`config.mk`:
```
export PLATFORM = sky130hd
export DESIGN_NAME = icache_direct
export DESIGN_NICKNAME = d
export VERILOG_FILES = /design/src/rtl/icache_direct.sv
export SDC_FILE = /design/constraint.sdc
export NUM_CORES = 1
export LEC_CHECK = 0
export ABC_AREA = 0
export BUFFER_PORTS_ARGS = -buffer_cell sky130_fd_sc_hd__buf_2
export CAP_MARGIN = 5
export CORE_UTILIZATION = 25
export DETAILED_ROUTE_END_ITERATION = 12
export PLACE_DENSITY = 0.38
export REMOVE_ABC_BUFFERS = 1
export SLEW_MARGIN = 10
export SYNTH_ARGS = -nofsm -noshare
export SYNTH_HDL_FRONTEND = slang
export SYNTH_SLANG_ARGS = --single-unit
```
`constraint.sdc`:
```
create_clock -name clk -period 19.03 [get_ports clk]
set_clock_uncertainty 0.2 [all_clocks]
set_input_delay 3.806 -clock clk [delete_from_list [all_inputs] [get_ports clk]]
set_output_delay 3.806 -clock clk [all_outputs]
set_load 0.02 [all_outputs]
```
`src/rtl/icache_direct.sv`:
```
// Direct-mapped, one-word-per-line instruction cache; ICACHE_STATS_EN adds hit/miss counters.
// Latency: hit is combinational; a miss stalls 1 cycle plus every memory wait cycle up to and including the ack.
// Backpressure: stall_o holds the core while memory is slow; mem_req_o stays high until mem_ack_i.
module icache_direct #(
  parameter int ADDR_W = 32,
  parameter int DATA_W = 32,
  parameter int IDX_W  = 4
) (
  input  logic              clk,
  input  logic              rst,
  input  logic              rom_ce_i,
  input  logic [ADDR_W-1:0] rom_addr_i,
  output logic [DATA_W-1:0] rom_data_o,
  output logic              stall_o,
  input  logic              flush_i,
  output logic              mem_req_o,
  output logic [ADDR_W-1:0] mem_addr_o,
  input  logic [DATA_W-1:0] mem_rdata_i,
  input  logic              mem_ack_i
`ifdef ICACHE_STATS_EN
  ,
  output logic [31:0]       hit_cnt_o,
  output logic [31:0]       miss_cnt_o
`endif
);

  localparam int LINES = 1 << IDX_W;
  localparam int TAG_W = ADDR_W - IDX_W - 2;

  localparam logic [0:0] IDLE = 1'b0;
  localparam logic [0:0] WAIT = 1'b1;

  logic [0:0]        state;
  logic [LINES-1:0]  valid;
  logic [TAG_W-1:0]  tag_mem  [LINES];
  logic [DATA_W-1:0] data_mem [LINES];
  logic [TAG_W-1:0]  miss_tag;
  logic [IDX_W-1:0]  miss_idx;
  logic              discard;

  logic [IDX_W-1:0]  idx;
  logic [TAG_W-1:0]  tag;
  logic              hit;
  logic              lookup;
  logic              fill;
  logic              unused_byte_off;

  assign idx             = rom_addr_i[IDX_W+1:2];
  assign tag             = rom_addr_i[ADDR_W-1:IDX_W+2];
  assign unused_byte_off = ^rom_addr_i[1:0];

  assign hit    = valid[idx] && (tag_mem[idx] == tag);
  assign lookup = (state == IDLE) && rom_ce_i;
  assign fill   = (state == WAIT) && mem_ack_i;

  always_comb begin
    rom_data_o = '0;
    stall_o    = 1'b0;
    mem_req_o  = 1'b0;
    mem_addr_o = '0;
    if (state == WAIT) begin
      stall_o    = 1'b1;
      mem_req_o  = 1'b1;
      mem_addr_o = {miss_tag, miss_idx, 2'b00};
    end else if (lookup) begin
      if (hit) begin
        rom_data_o = data_mem[idx];
      end else begin
        stall_o = 1'b1;
      end
    end
  end

  always_ff @(posedge clk) begin
    if (rst) begin
      state    <= IDLE;
      valid    <= '0;
      discard  <= 1'b0;
      miss_tag <= '0;
      miss_idx <= '0;
    end else begin
      if (state == IDLE) begin
        if (lookup && !hit) begin
          miss_tag <= tag;
          miss_idx <= idx;
          state    <= WAIT;
        end
      end else if (mem_ack_i) begin
        state <= IDLE;
      end

      // A flush always wins, including over a fill landing in the same cycle.
      if (flush_i) begin
        valid <= '0;
      end else if (fill && !discard) begin
        valid[miss_idx] <= 1'b1;
      end

      // Fill already in flight when a flush arrives must not become visible.
      if (fill) begin
        discard <= 1'b0;
      end else if (flush_i && (state == WAIT)) begin
        discard <= 1'b1;
      end
    end
  end

  always_ff @(posedge clk) begin
    if (!rst && fill) begin
      data_mem[miss_idx] <= mem_rdata_i;
      tag_mem[miss_idx]  <= miss_tag;
    end
  end

`ifdef ICACHE_STATS_EN
  always_ff @(posedge clk) begin
    if (rst) begin
      hit_cnt_o  <= '0;
      miss_cnt_o <= '0;
    end else begin
      if (lookup && hit) begin
        hit_cnt_o <= hit_cnt_o + 32'd1;
      end
      if (lookup && !hit) begin
        miss_cnt_o <= miss_cnt_o + 32'd1;
      end
    end
  end
`endif

endmodule

```
==> qor.yml <==
job:
  max_cap_viol_count: 0
sta:
  finalSetupViolCount: 0
  whs_ns: 0.260
  fmax_mhz: 76.6
  slew_headroom: 0.307
  drv_slew: 0
  hold_viol: 0
  rsz0062_at_grt: "false"
  min_period_ns: 13.05
  worst_pin_slew_ns: 1.03
  period_share: 0.686
  setup_tns_ns: 0
worst_hold_path:
  hold_depth: 2
  holdCritPathClass: "register to register"
  hp-start: "valid[10]"
  min_to: "valid[10]"
critical_path:
  rr_endpoint: "data_mem[1][17]"
  critPathLaunchType: "primary input"
  crit_chain: "buf_8, buf_12, buf_4, mux4_1, a221oi_1, a211oi_1, nand4b_1, nor4b_1, nand3_1, or4_4, nor2b_1, buf_2"
  reg2reg_slack_ns: 14.62
  cpPeakStageDelay_ns: 0.84
  rr_startpoint: "state"
  crit_slowest_cell: "buf_4"
  cp-end-kind: "output port"
  required_ns: 15.02
  ff2ff_path_depth: 7
  critPathMaxFanout: 73
  setup.worst_path.class: "primary input to output port"
  arrival_ns: 9.04
clock_network:
  cts_buffers: 104
  cts_sinks: 976
  cts_root_buf: "clkbuf_16"
  clockBufferDepth: 3
  clkTransAtPathRegs_ns: 0.06
  clk_latency_ns: 0.72
  ctsResizeCount: 0
  cts-htree-levels: 3
  cts_tree: "built"
  post_cts.repair.setup_buffers: 0
  cts_hold_buf: 0
place:
  io_buffers: 130
  dpl.hpwl_mm: 57.8
  gp_congestion: 0.698
  placed_area_sq_um: 42300
yosys:
  syn_area_sq_um: 39200
  synth_seq_cells: 976
  synth_area_leaders: "edfxtp_1 71%, mux4_2 15%, dfxtp_1 2.5%"
  yosys.area_share.simple: 0.0586
  synthXorXnorAreaFrac: 0.00738
  synth_cells: 1846
  synth_edf_count: 928
  synthMuxAreaShare: 0.170
  netlist.area_leader.share: 0.711
  seq_area_frac_synth: 0.736
  synthArstFlopShare: 0
  synth_compound_area_frac: 0.0110
  synthFlopType: "edfxtp_1"
  synth_warnings: 0
  syn_area_per_cell_sq_um: 21.2
  synth_top_family_by_area: "multiplexers"
  synth_fa_ha_area_frac: 0
  post-synth-top-area-cell: "edfxtp_1"
  synth_cell_types: 59
finish:
  area_growth_pct: 16.8
  drive_gt1_frac: 0.316
  nFillCells: 15001
  num-nets-final: 2078
  final_common_cell: "edfxtp_1"
  design_area_sq_um: 45800
  final_cell_mix: "928 x edfxtp_1, 262 x mux4_2, 125 x buf_2, 105 x clkbuf_16, 51 x buf_4"
power:
  leakage_nw: 14.4
  powerDensity_nw_per_um2: 103
  clkPwrFrac: 0.438
  p_int_w: 0.00368
  p_seq_frac: 0.513
  combPwrFrac: 0.049
  peakVddDrop_mv: 0.0691
  power_switching_share: 0.218
  power.switching_w: 0.00102
global_route:
  grt_max_degree: 118
  grtUsageTotal: 0.138
  grt_pass1_wl_mm: 156
  grt_pass1_vias: 20577
  gr-total-overflow: 0
  antenna_found_initial: 20
die:
  rows: 144
  die-area_sq_um: 158000
  boundaryPins: 135
  start_util: 0.253
  coreArea_sq_um: 155000
  die_w_um: 398
  die_y_um: 398
route:
  avgRoutedWirePerCell_um: 26.4
  finalWirelength_mm: 109
  dr.pass1.iters: 5
  via_count: 19133
  postRouteAntennaNets: 0
  route.detailed.drc: 0
  first_iter_violations: 1650
  via_per_inst: 4.62
run_status:
  status: "completed"
==> worst max path at each step <==
stage	startpoint	to	slack, ns	cells after the start
3_3_place_gp	rom_addr_i[2]	rom_data_o[4]	5.71	12
3_5_place_dp	rom_addr_i[2]	rom_data_o[4]	5.67	12
4_1_cts	rom_addr_i[2]	rom_data_o[4]	5.68	12
6_report	rom_addr_i[2]	rom_data_o[4]	5.98	12
2_1_floorplan	rom_addr_i[2]	stall_o	7.93	8
5_1_grt	rom_addr_i[2]	rom_data_o[4]	5.39	12
==> per-layer routing <==
metal | vias to the layer above | track usage | wire length, um
met5 | - | 0 | 57
met4 | 10 | 0.0401 | 2310
met3 | 162 | 0.0204 | 3530
met2 | 321 | 0.242 | 56000
met1 | 10524 | 0.176 | 47400
li1 | 8116 | - | -
==> sequential cells by signal (all words and copies together), names as in the netlist <==
| name | cells |
|---|---|
| data_mem | 512 |
| valid | 16 |
| state | 1 |
| miss_idx | 4 |
| discard | 1 |
| miss_tag | 26 |
| tag_mem | 416 |
==> kinds of logic (layout without fill, tap and decap cells) <==
| group | Yosys count | after routing |
|---|---|---|
| multiplexers | 324 | 324 |
| other | 1 | 5 |
| XOR/XNOR | 33 | 33 |
| AND/OR/NAND/NOR | 325 | 325 |
| AO/OA/AOI/OAI | 59 | 59 |
| flip-flops | 976 | 976 |
| buffers and inverters | 128 | 376 |
==> through the flow <==
stage | total power [W] | setup WS, ns | utilization | instances
finish | 0.00470 | 5.98 | 0.296 | 4142
global route | 0.00486 | 5.39 | 0.296 | 4139
CTS | 0.00478 | 5.68 | 0.296 | 4139
detailed placement | 0.00270 | 5.67 | 0.273 | 3947
global placement | 0.00269 | 5.71 | 0.273 | 3947
floorplan | 0.00256 | 7.93 | - | 1723
==> area by class of cell <==
cell class / count / area (sq um) / share of cell area
flip-flops and latches: 976 / 28800 / 0.630
multi-input cells: 743 / 9820 / 0.215
clock buffers: 126 / 2740 / 0.0598
well taps: 2044 / 2560 / 0.0559
repair buffers: 180 / 1070 / 0.0234
clock inverters: 66 / 738 / 0.0161
inverters: 4 / 15.0 / 0.000328
diodes: 3 / 7.51 / 0.000164
==> cell usage after synthesis, types with 3 or more instances <==
cell / number
a211oi_1: 3
a21oi_1: 14
a22oi_1: 9
a31oi_1: 5
and2_1: 32
buf_1: 4
buf_2: 27
buf_4: 17
buf_6: 8
clkbuf_1: 63
dfxtp_1: 48
dlygate4sd1_1: 3
edfxtp_1: 928
inv_1: 4
mux2_2: 6
mux2i_1: 48
mux4_1: 8
mux4_2: 262
nand2_1: 20
nand2b_1: 8
nand3_1: 4
nand3b_1: 31
nand4_1: 33
nand4b_1: 33
nand4bb_1: 30
nor2_1: 41
nor2b_1: 36
nor2b_2: 6
nor3_1: 8
o21ai_0: 5
or4_1: 6
or4b_2: 27
xnor2_1: 6
xor2_1: 27
==> power by group through the flow <==
stage / Sequential (W) / Combinational, W / Clock (W)
after global placement: 0.00246 / 0.000233 / 0
after detailed placement: 0.00246 / 0.000236 / 0
after CTS: 0.00241 / 0.000237 / 0.00213
final: 0.00241 / 0.000229 / 0.00206
after floorplan: 0.00245 / 0.000116 / 0
after global routing: 0.00242 / 0.000248 / 0.00219
==> worst max-delay path: cells and delay by family <==
kind | cells | cell delay [ns]
and+or+nand+nor | 5 | 1.84
buffers and inverters | 4 | 2.19
AOI/OAI and AO/OA | 2 | 0.43
muxes | 1 | 0.66
No activity file was read; power rests on OpenSTA's default activity.
